[config.mk]
export PLATFORM = sky130hd
export DESIGN_NAME = multicycle_ctrl_flat
export DESIGN_NICKNAME = d
export VERILOG_FILES = /design/src/rtl/multicycle_ctrl_if.sv /design/src/rtl/multicycle_ctrl.sv /design/src/flat_wrapper.sv
export SDC_FILE = /design/constraint.sdc
export NUM_CORES = 1
export LEC_CHECK = 0
export CORE_MARGIN = 1.5
export CORE_UTILIZATION = 36
export CTS_BUF_LIST = sky130_fd_sc_hd__clkbuf_16
export CTS_CLUSTER_DIAMETER = 150
export DETAILED_ROUTE_END_ITERATION = 10
export PLACE_DENSITY = 0.8
export RECOVER_POWER = 100
export SLEW_MARGIN = 10
export SYNTH_ARGS = -nofsm -noshare
export SYNTH_HDL_FRONTEND = slang
export SYNTH_SLANG_ARGS = --single-unit
[constraint.sdc]
create_clock -name clk -period 2.68 [get_ports clk]
set_clock_uncertainty 0.05 [all_clocks]
set_input_delay 0.804 -clock clk [delete_from_list [all_inputs] [get_ports clk]]
set_output_delay 0.804 -clock clk [all_outputs]
set_load 0.005 [all_outputs]
[src/rtl/multicycle_ctrl_if.sv]
// Handshake/control bundle between the multicycle RV32I controller (master)
// and its datapath plus shared memory (slave).
interface multicycle_ctrl_if;
    logic [31:0] Instr;
    logic        Zero;
    logic        CarryOut;
    logic        Overflow;
    logic        Sign;
    logic        MemReady;
    logic        PCWrite;
    logic        AdrSrc;
    logic        MemWrite;
    logic        IRWrite;
    logic        RegWrite;
    logic [1:0]  ResultSrc;
    logic [1:0]  ALUSrcA;
    logic [1:0]  ALUSrcB;
    logic [2:0]  ImmSrc;
    logic [3:0]  ALUControl;
    logic        Halt;
    logic        Retire;

    modport master (
        input  Instr, Zero, CarryOut, Overflow, Sign, MemReady,
        output PCWrite, AdrSrc, MemWrite, IRWrite, RegWrite,
               ResultSrc, ALUSrcA, ALUSrcB, ImmSrc, ALUControl, Halt, Retire
    );

    modport slave (
        output Instr, Zero, CarryOut, Overflow, Sign, MemReady,
        input  PCWrite, AdrSrc, MemWrite, IRWrite, RegWrite,
               ResultSrc, ALUSrcA, ALUSrcB, ImmSrc, ALUControl, Halt, Retire
    );
endinterface

[src/rtl/multicycle_ctrl.sv]
// Multicycle RV32I control FSM: sequences fetch/decode/execute/memory/writeback,
// waits on MemReady for memory accesses and parks in TRAP on illegal encodings.
module multicycle_ctrl #(
    parameter logic [3:0] RESET_STATE = 4'd0
) (
    input  logic              clk,
    input  logic              rst_n,
    multicycle_ctrl_if.master bus
);
    typedef enum logic [3:0] {
        FETCH, DECODE, MEMADR, MEMREAD, MEMWB, MEMWRITE, EXECR, EXECI,
        ALUWB, BRANCH, JAL, JALR_A, JALR_J, LUI, AUIPC, TRAP
    } state_t;

    localparam logic [6:0] OP_LW    = 7'b0000011;
    localparam logic [6:0] OP_SW    = 7'b0100011;
    localparam logic [6:0] OP_R     = 7'b0110011;
    localparam logic [6:0] OP_I     = 7'b0010011;
    localparam logic [6:0] OP_BR    = 7'b1100011;
    localparam logic [6:0] OP_JAL   = 7'b1101111;
    localparam logic [6:0] OP_JALR  = 7'b1100111;
    localparam logic [6:0] OP_LUI   = 7'b0110111;
    localparam logic [6:0] OP_AUIPC = 7'b0010111;
    localparam logic [6:0] F7_ALT   = 7'b0100000;

    localparam logic [3:0] ALU_ADD = 4'b0000, ALU_SUB = 4'b0001, ALU_AND = 4'b0010,
                           ALU_OR  = 4'b0011, ALU_XOR = 4'b0100, ALU_SLT = 4'b0101,
                           ALU_SLTU = 4'b0110, ALU_SLL = 4'b0111, ALU_SRL = 4'b1000,
                           ALU_SRA = 4'b1001, ALU_PASSB = 4'b1010;

    state_t      state;
    logic [6:0]  opcode;
    logic [2:0]  funct3;
    logic [6:0]  funct7;
    logic        r_legal, i_legal, br_illegal;

    assign opcode = bus.Instr[6:0];
    assign funct3 = bus.Instr[14:12];
    assign funct7 = bus.Instr[31:25];

    // SUB only exists in the register form; addi with imm[10]=1 is still ADD
    function automatic logic [3:0] alu_dec(input logic [2:0] f3, input logic alt, input logic is_r);
        case (f3)
            3'b000:  alu_dec = (is_r && alt) ? ALU_SUB : ALU_ADD;
            3'b001:  alu_dec = ALU_SLL;
            3'b010:  alu_dec = ALU_SLT;
            3'b011:  alu_dec = ALU_SLTU;
            3'b100:  alu_dec = ALU_XOR;
            3'b101:  alu_dec = alt ? ALU_SRA : ALU_SRL;
            3'b110:  alu_dec = ALU_OR;
            default: alu_dec = ALU_AND;
        endcase
    endfunction

    function automatic logic br_taken(input logic [2:0] f3, input logic z, input logic c,
                                      input logic v, input logic s);
        case (f3)
            3'b000:  br_taken = z;
            3'b001:  br_taken = !z;
            3'b100:  br_taken = s ^ v;
            3'b101:  br_taken = !(s ^ v);
            3'b110:  br_taken = !c;
            3'b111:  br_taken = c;
            default: br_taken = 1'b0;
        endcase
    endfunction

    assign r_legal = (funct7 == 7'd0) ||
                     ((funct7 == F7_ALT) && ((funct3 == 3'b000) || (funct3 == 3'b101)));
    assign i_legal = (funct3 == 3'b001) ? (funct7 == 7'd0) :
                     (funct3 == 3'b101) ? ((funct7 == 7'd0) || (funct7 == F7_ALT)) : 1'b1;
    assign br_illegal = (funct3 == 3'b010) || (funct3 == 3'b011);

    always_ff @(posedge clk or negedge rst_n) begin
        if (!rst_n) begin
            state <= state_t'(RESET_STATE);
        end else begin
            case (state)
                FETCH:    if (bus.MemReady) state <= DECODE;
                DECODE: begin
                    case (opcode)
                        OP_LW, OP_SW: state <= MEMADR;
                        OP_R:         state <= EXECR;
                        OP_I:         state <= EXECI;
                        OP_BR:        state <= BRANCH;
                        OP_JAL:       state <= JAL;
                        OP_JALR:      state <= JALR_A;
                        OP_LUI:       state <= LUI;
                        OP_AUIPC:     state <= AUIPC;
                        default:      state <= TRAP;
                    endcase
                end
                MEMADR: begin
                    if (funct3 != 3'b010)    state <= TRAP;
                    else if (opcode == OP_LW) state <= MEMREAD;
                    else                      state <= MEMWRITE;
                end
                MEMREAD:  if (bus.MemReady) state <= MEMWB;
                MEMWB:    state <= FETCH;
                MEMWRITE: if (bus.MemReady) state <= FETCH;
                EXECR:    state <= r_legal ? ALUWB : TRAP;
                EXECI:    state <= i_legal ? ALUWB : TRAP;
                ALUWB:    state <= FETCH;
                BRANCH:   state <= br_illegal ? TRAP : FETCH;
                JAL:      state <= ALUWB;
                JALR_A:   state <= (funct3 != 3'b000) ? TRAP : JALR_J;
                JALR_J:   state <= ALUWB;
                LUI:      state <= ALUWB;
                AUIPC:    state <= ALUWB;
                TRAP:     state <= TRAP;
                default:  state <= TRAP;
            endcase
        end
    end

    logic       pcw, adr, mw, irw, rw, ret;
    logic [1:0] res, sa, sb;
    logic [3:0] aluc;

    always_comb begin
        pcw = 1'b0; adr = 1'b0; mw = 1'b0; irw = 1'b0; rw = 1'b0; ret = 1'b0;
        res = 2'b00; sa = 2'b00; sb = 2'b00; aluc = ALU_ADD;
        case (state)
            FETCH: begin
                sb  = 2'b10;
                res = 2'b10;
                irw = bus.MemReady;
                pcw = bus.MemReady;
            end
            DECODE:   begin sa = 2'b01; sb = 2'b01; end
            MEMADR:   begin sa = 2'b10; sb = 2'b01; end
            MEMREAD:  adr = 1'b1;
            MEMWB:    begin res = 2'b01; rw = 1'b1; ret = 1'b1; end
            MEMWRITE: begin adr = 1'b1; mw = 1'b1; ret = bus.MemReady; end
            EXECR:    begin sa = 2'b10; aluc = alu_dec(funct3, funct7[5], 1'b1); end
            EXECI:    begin sa = 2'b10; sb = 2'b01; aluc = alu_dec(funct3, funct7[5], 1'b0); end
            ALUWB:    begin rw = 1'b1; ret = 1'b1; end
            BRANCH: begin
                sa   = 2'b10;
                aluc = ALU_SUB;
                pcw  = br_taken(funct3, bus.Zero, bus.CarryOut, bus.Overflow, bus.Sign);
                ret  = !br_illegal;
            end
            JAL, JALR_J: begin sa = 2'b01; sb = 2'b10; pcw = 1'b1; end
            JALR_A:   begin sa = 2'b10; sb = 2'b01; end
            LUI:      begin sb = 2'b01; aluc = ALU_PASSB; end
            AUIPC:    begin sa = 2'b01; sb = 2'b01; end
            default:  ;
        endcase
    end

    always_comb begin
        case (opcode)
            OP_LW, OP_JALR, OP_I: bus.ImmSrc = 3'b000;
            OP_SW:                bus.ImmSrc = 3'b001;
            OP_BR:                bus.ImmSrc = 3'b010;
            OP_JAL:               bus.ImmSrc = 3'b011;
            OP_LUI, OP_AUIPC:     bus.ImmSrc = 3'b100;
            default:              bus.ImmSrc = 3'b000;
        endcase
    end

    // state already sits at FETCH during reset, so gate the enables directly
    assign bus.PCWrite    = pcw & rst_n;
    assign bus.MemWrite   = mw  & rst_n;
    assign bus.IRWrite    = irw & rst_n;
    assign bus.RegWrite   = rw  & rst_n;
    assign bus.Retire     = ret & rst_n;
    assign bus.AdrSrc     = adr;
    assign bus.ResultSrc  = res;
    assign bus.ALUSrcA    = sa;
    assign bus.ALUSrcB    = sb;
    assign bus.ALUControl = aluc;
    assign bus.Halt       = (state == TRAP);
endmodule

[src/flat_wrapper.sv]
// flat-port wrapper written by rule: the top's interface ports become plain ports
module multicycle_ctrl_flat 
#(
    parameter logic [3:0] RESET_STATE = 4'd0
)
  (clk, rst_n, bus_Instr, bus_Zero, bus_CarryOut, bus_Overflow, bus_Sign, bus_MemReady, bus_PCWrite, bus_AdrSrc, bus_MemWrite, bus_IRWrite, bus_RegWrite, bus_ResultSrc, bus_ALUSrcA, bus_ALUSrcB, bus_ImmSrc, bus_ALUControl, bus_Halt, bus_Retire);
  multicycle_ctrl_if bus_i ();
  input  logic clk;
  input  logic rst_n;
  input wire logic [$bits(bus_i.Instr)-1:0] bus_Instr;
  input wire logic [$bits(bus_i.Zero)-1:0] bus_Zero;
  input wire logic [$bits(bus_i.CarryOut)-1:0] bus_CarryOut;
  input wire logic [$bits(bus_i.Overflow)-1:0] bus_Overflow;
  input wire logic [$bits(bus_i.Sign)-1:0] bus_Sign;
  input wire logic [$bits(bus_i.MemReady)-1:0] bus_MemReady;
  output wire logic [$bits(bus_i.PCWrite)-1:0] bus_PCWrite;
  output wire logic [$bits(bus_i.AdrSrc)-1:0] bus_AdrSrc;
  output wire logic [$bits(bus_i.MemWrite)-1:0] bus_MemWrite;
  output wire logic [$bits(bus_i.IRWrite)-1:0] bus_IRWrite;
  output wire logic [$bits(bus_i.RegWrite)-1:0] bus_RegWrite;
  output wire logic [$bits(bus_i.ResultSrc)-1:0] bus_ResultSrc;
  output wire logic [$bits(bus_i.ALUSrcA)-1:0] bus_ALUSrcA;
  output wire logic [$bits(bus_i.ALUSrcB)-1:0] bus_ALUSrcB;
  output wire logic [$bits(bus_i.ImmSrc)-1:0] bus_ImmSrc;
  output wire logic [$bits(bus_i.ALUControl)-1:0] bus_ALUControl;
  output wire logic [$bits(bus_i.Halt)-1:0] bus_Halt;
  output wire logic [$bits(bus_i.Retire)-1:0] bus_Retire;
  assign bus_i.Instr = bus_Instr;
  assign bus_i.Zero = bus_Zero;
  assign bus_i.CarryOut = bus_CarryOut;
  assign bus_i.Overflow = bus_Overflow;
  assign bus_i.Sign = bus_Sign;
  assign bus_i.MemReady = bus_MemReady;
  assign bus_PCWrite = bus_i.PCWrite;
  assign bus_AdrSrc = bus_i.AdrSrc;
  assign bus_MemWrite = bus_i.MemWrite;
  assign bus_IRWrite = bus_i.IRWrite;
  assign bus_RegWrite = bus_i.RegWrite;
  assign bus_ResultSrc = bus_i.ResultSrc;
  assign bus_ALUSrcA = bus_i.ALUSrcA;
  assign bus_ALUSrcB = bus_i.ALUSrcB;
  assign bus_ImmSrc = bus_i.ImmSrc;
  assign bus_ALUControl = bus_i.ALUControl;
  assign bus_Halt = bus_i.Halt;
  assign bus_Retire = bus_i.Retire;
  multicycle_ctrl #(.RESET_STATE(RESET_STATE)) u_core (.clk(clk), .rst_n(rst_n), .bus(bus_i));
endmodule
# Word level (Yosys, flattened, before mapping)
# Index checks and enable logic that the tools add are counted.
# totals
register_bits,4
word_cells,96
# classes
n_eq_ne,36
muxes,29
bitwise,6
n_reduce_logical,24
# op_table
operator,n
$pmux 4 s7,2
$pmux 4 s12,1
$eq 4x4->1 const B,8
$pmux 4 s8,1
$eq 7x6->1 const B,4
$eq 7x7->1 const B,3
$mux 4,5
$eq 4x3->1 const B,4
$pmux 4 s4,1
$eq 7x5->1 const B,2
$eq 3x3->1 const B,4
$pmux 2 s2,3
$pmux 3 s4,1
$reduce_or 2->1,5
$mux 3,3
$eq 4x2->1 const B,2
$mux 1,8
$reduce_or 4->1,2
$eq 7x2->1 const B,1
$logic_not 7->1,1
$eq 3x2->1 const B,2
$ne 2x2->1 const B,3
$pmux 1 s3,2
$pmux 1 s6,1
other kinds (16),26

# Logic depth before layout (Yosys ltp)
# depth
word_depth,6
depth_mapped,7
ltp_nobuf,5

# Worst setup path after synthesis
# No wires, ideal clock.
# synth_path
path_type,in2out
startpoint,input port bus_Instr[14]
endpoint,output port bus_PCWrite
t_arrival_ps,1744
required_ps,1826
path_slack_ps,82
stages,5
n_path_buf,1
cell_sequence,clkbuf_1 > mux2i_1 > xnor2_1 > o22ai_1 > a32o_1
# synth_via
elab_chain_len,4
word_cells_on_any_way,9
cone_classes,eq/ne (5); mux (2); bitwise (1); reduce/logical (1)
# synth_rtl
item,line,source
from (decl),flat_wrapper.sv:10,input wire logic [$bits(bus_i.Instr)-1:0] bus_Instr;
$eq 3x3->1 (tied with other cells),multicycle_ctrl.sv:57,case (f3)
$pmux 1 s6 (*),multicycle_ctrl.sv:57,
$pmux 1 s3 (*),multicycle_ctrl.sv:123,case (state)
$and 1x1->1 (*),multicycle_ctrl.sv:164,assign bus.PCWrite = pcw & rst_n;
to (decl),flat_wrapper.sv:16,output wire logic [$bits(bus_i.PCWrite)-1:0] bus_PCWrite;
# Every way passes the cells marked *; elsewhere a longest branch is shown, timed or not.

# Worst setup path in the final report
# layout_path
startpoint,input port bus_Overflow
endpoint,output port bus_PCWrite
# layout_via
elab_chain_len,5
# layout_rtl
item,line,source
from (decl),flat_wrapper.sv:13,input wire logic [$bits(bus_i.Overflow)-1:0] bus_Overflow;
$xor 1x1->1 (*),"multicycle_ctrl.sv:60, multicycle_ctrl.sv:61",
$logic_not 1->1,multicycle_ctrl.sv:61,3'b101: br_taken = !(s ^ v);
$pmux 1 s6 (*),multicycle_ctrl.sv:57,
$pmux 1 s3 (*),multicycle_ctrl.sv:123,
$and 1x1->1 (*),multicycle_ctrl.sv:164,
# Marks and branches as above.

==> out/results.ini <==
[status]
status=complete, but fails checks
failed_checks=setup timing

[job]
cap_violations=0

[synth]
syn_area_per_cell_um2=6.50
synth_warnings=0
synthAdderAreaFrac_pct=0
seq_area_frac_synth_pct=10.9
synth_xor_area_share_pct=6.68
synth_nets=180
yosysTopAreaCellShare_pct=10.9
synth_area_leaders=dfrtp_1 (11%), nand2_1 (6.1%), nor2_1 (5.7%)
yosysUniqueCellTypes=43
synth_compound_area_share_pct=28.4
post_synth_and_or_nand_nor_area_fraction_pct=43.0
synth-edff-count=0
synthCells=141
synthFlopType=dfrtp_1
syn_area_um2=917
synth_async_sr_flop_share_pct=100
yosysTopAreaCell=dfrtp_1
synth_top_family_by_area=simple AND/OR/NAND/NOR gates
ys_ff_latch=4
muxShareOfSynthArea_pct=4.50

[route]
dr.pass1.iters=4
ant_nets=0
wl_per_cell_um=14.3
wirelength_um=3590
drc_errors=0
vias=1398
drt_iter0_markers=27
wl_met2_um=2000
wl_met3_um=187
via_per_inst=5.57
drt-met1-wl_um=1370
highest_layer=met4

[placement]
portBuffers=43
dp_hpwl_um=2630
placed_cell_area_mm2=0.00162
finalWeightedCongestion=0.893
placed_cells=243
preCtsSetupSlack_ns=-0.680

[global_route]
antenna_found_initial=0
overflow=0
grt_pass1_wl_um=5480
grt_pass1_vias=1340
grt_max_degree=15
grt_usage_pct=25.7

[sta]
max_freq_ghz=0.370
setup_slack_ns=-0.0191
drv_slew=0
setup_viol=1
worst_pin_slew_ns=0.435
period_needed_ns=2.70
rsz0062_at_grt=yes
finalCritPeriodShare_pct=101
slew_headroom_pct=70.2
hold_violations=0

[clock_network]
cts_hold_buf=0
cts_buffers=3
cts_sinks=4
htreeDepth=1
path_clk_slew_ns=0.03
clock_latency_ns=0.22
clock_path_buffers=2
cts_tree=yes
cts-root-buf=clkbuf_16

[setup_path]
path_class=in2out
cp-end-kind=output pin
crit_required_ns=1.83
worst-path-max-fanout=1
startpoint_type=primary input
critPathArrivalTime_ns=1.85

[pwr]
ir_drop_v=0.000807
leakage_nw=0.797
p_per_area_mw_per_mm2=815

[finish]
final_layout_size_suffix_gt1_share_pct=30.8
fillers=210
antenna_cells=0
reg_top3=u_core.state x4
nets=262
largest_reg_flops=4
top_register=u_core.state
final_cell_mix=buf_4 (34), dlygate4sd2_1 (16), clkdlybuf4s50_1 (16)
fin_cells=251
final_area_mm2=0.00173
final_common_cell=buf_4
syn_to_final_growth_pct=88.4

[floorplanning]
die_x_um=53.5
initial_core_util_pct=37.7
die-area_mm2=0.00286
core.rowCount=18
io_pins=59
die_y_um=53.5
core_area_mm2=0.00243

[hold_path]
hp-class=in2async

## synth_stat cells (5+ instances only)
| master | count |
|---|---|
| nand3_1 | 6 |
| nor2b_1 | 7 |
| nand2b_1 | 7 |
| and3_1 | 5 |
| nand2_1 | 15 |
| a21oi_1 | 7 |
| nor2_1 | 14 |
| nor3_1 | 6 |
| inv_1 | 5 |
## layer usage
metal  up-vias  global-route usage (%)
met5         -                       0
met4         0                    6.41
met3         4                    4.24
met2        54                    51.2
met1       656                    27.0
li1        684                       -
## area by class of cell
type / count / area [um^2] / area share, %
Multi-Input combinational cell: 124 / 802 / 46.4
Timing Repair Buffer: 85 / 693 / 40.1
Sequential cell: 4 / 101 / 5.87
Clock buffer: 3 / 75.1 / 4.34
Tap cell: 30 / 37.5 / 2.17
Inverter: 5 / 18.8 / 1.09
## cell families after synthesis
kind of cell,count (synthesis)
multiplexers,4
buffers and inverters,13
XOR/XNOR,7
AO/OA/AOI/OAI,38
AND/OR/NAND/NOR,75
flip-flops,4
## power breakdown
| part | internal [W] | total (W) | switching (W) |
|---|---|---|---|
| Clock | 0.000190 | 0.000229 | 0.0000391 |
| Combinational | 0.000535 | 0.00102 | 0.000489 |
| Sequential | 0.0000940 | 0.000155 | 0.0000609 |
## stage by stage
| stage | hold slack, ns | setup TNS (ns) | util [%] | total power, W |
|---|---|---|---|---|
| 6_report | 0.720 | -0.0191 | 71.0 | 0.00141 |
| 2_1_floorplan | 0.458 | 0 | - | 0.000687 |
| 5_1_grt | 0.755 | -0.373 | 71.0 | 0.00152 |
| 4_1_cts | 0.668 | -0.0194 | 71.0 | 0.00139 |
| 3_3_place_gp | 0.763 | -5.41 | 66.7 | 0.00113 |
| 3_5_place_dp | 0.784 | -5.85 | 66.7 | 0.00115 |
## what timing repair did
action                                 in CTS  in global routing
buffers inserted                            4                  1
resized for setup                          66                 16
pin swaps                                  14                  7
endpoints found under the hold margin       0                  0
setup endpoints to repair                  14                 11
## critical path, cell delays in order
cell	delay, ns
buf_6	0.09
xor2_1	0.16
mux2i_2	0.18
xnor2_1	0.15
o22ai_1	0.11
a32o_1	0.22
buf_2	0.12
## final timing paths
check	start	to	slack [ns]	cells after the start
setup reg to reg	u_core.state[3]	u_core.state[1]	0.99	6
hold reg to reg	u_core.state[2]	u_core.state[3]	0.75	3
max in group asynchronous	rst_n	u_core.state[2]	1.66	3
setup / recovery	bus_Overflow	bus_PCWrite	-0.02	7
hold / removal	rst_n	u_core.state[3]	0.72	3
min in group clk	u_core.state[2]	u_core.state[3]	0.75	3
No activity file was read; power rests on OpenSTA's default activity.
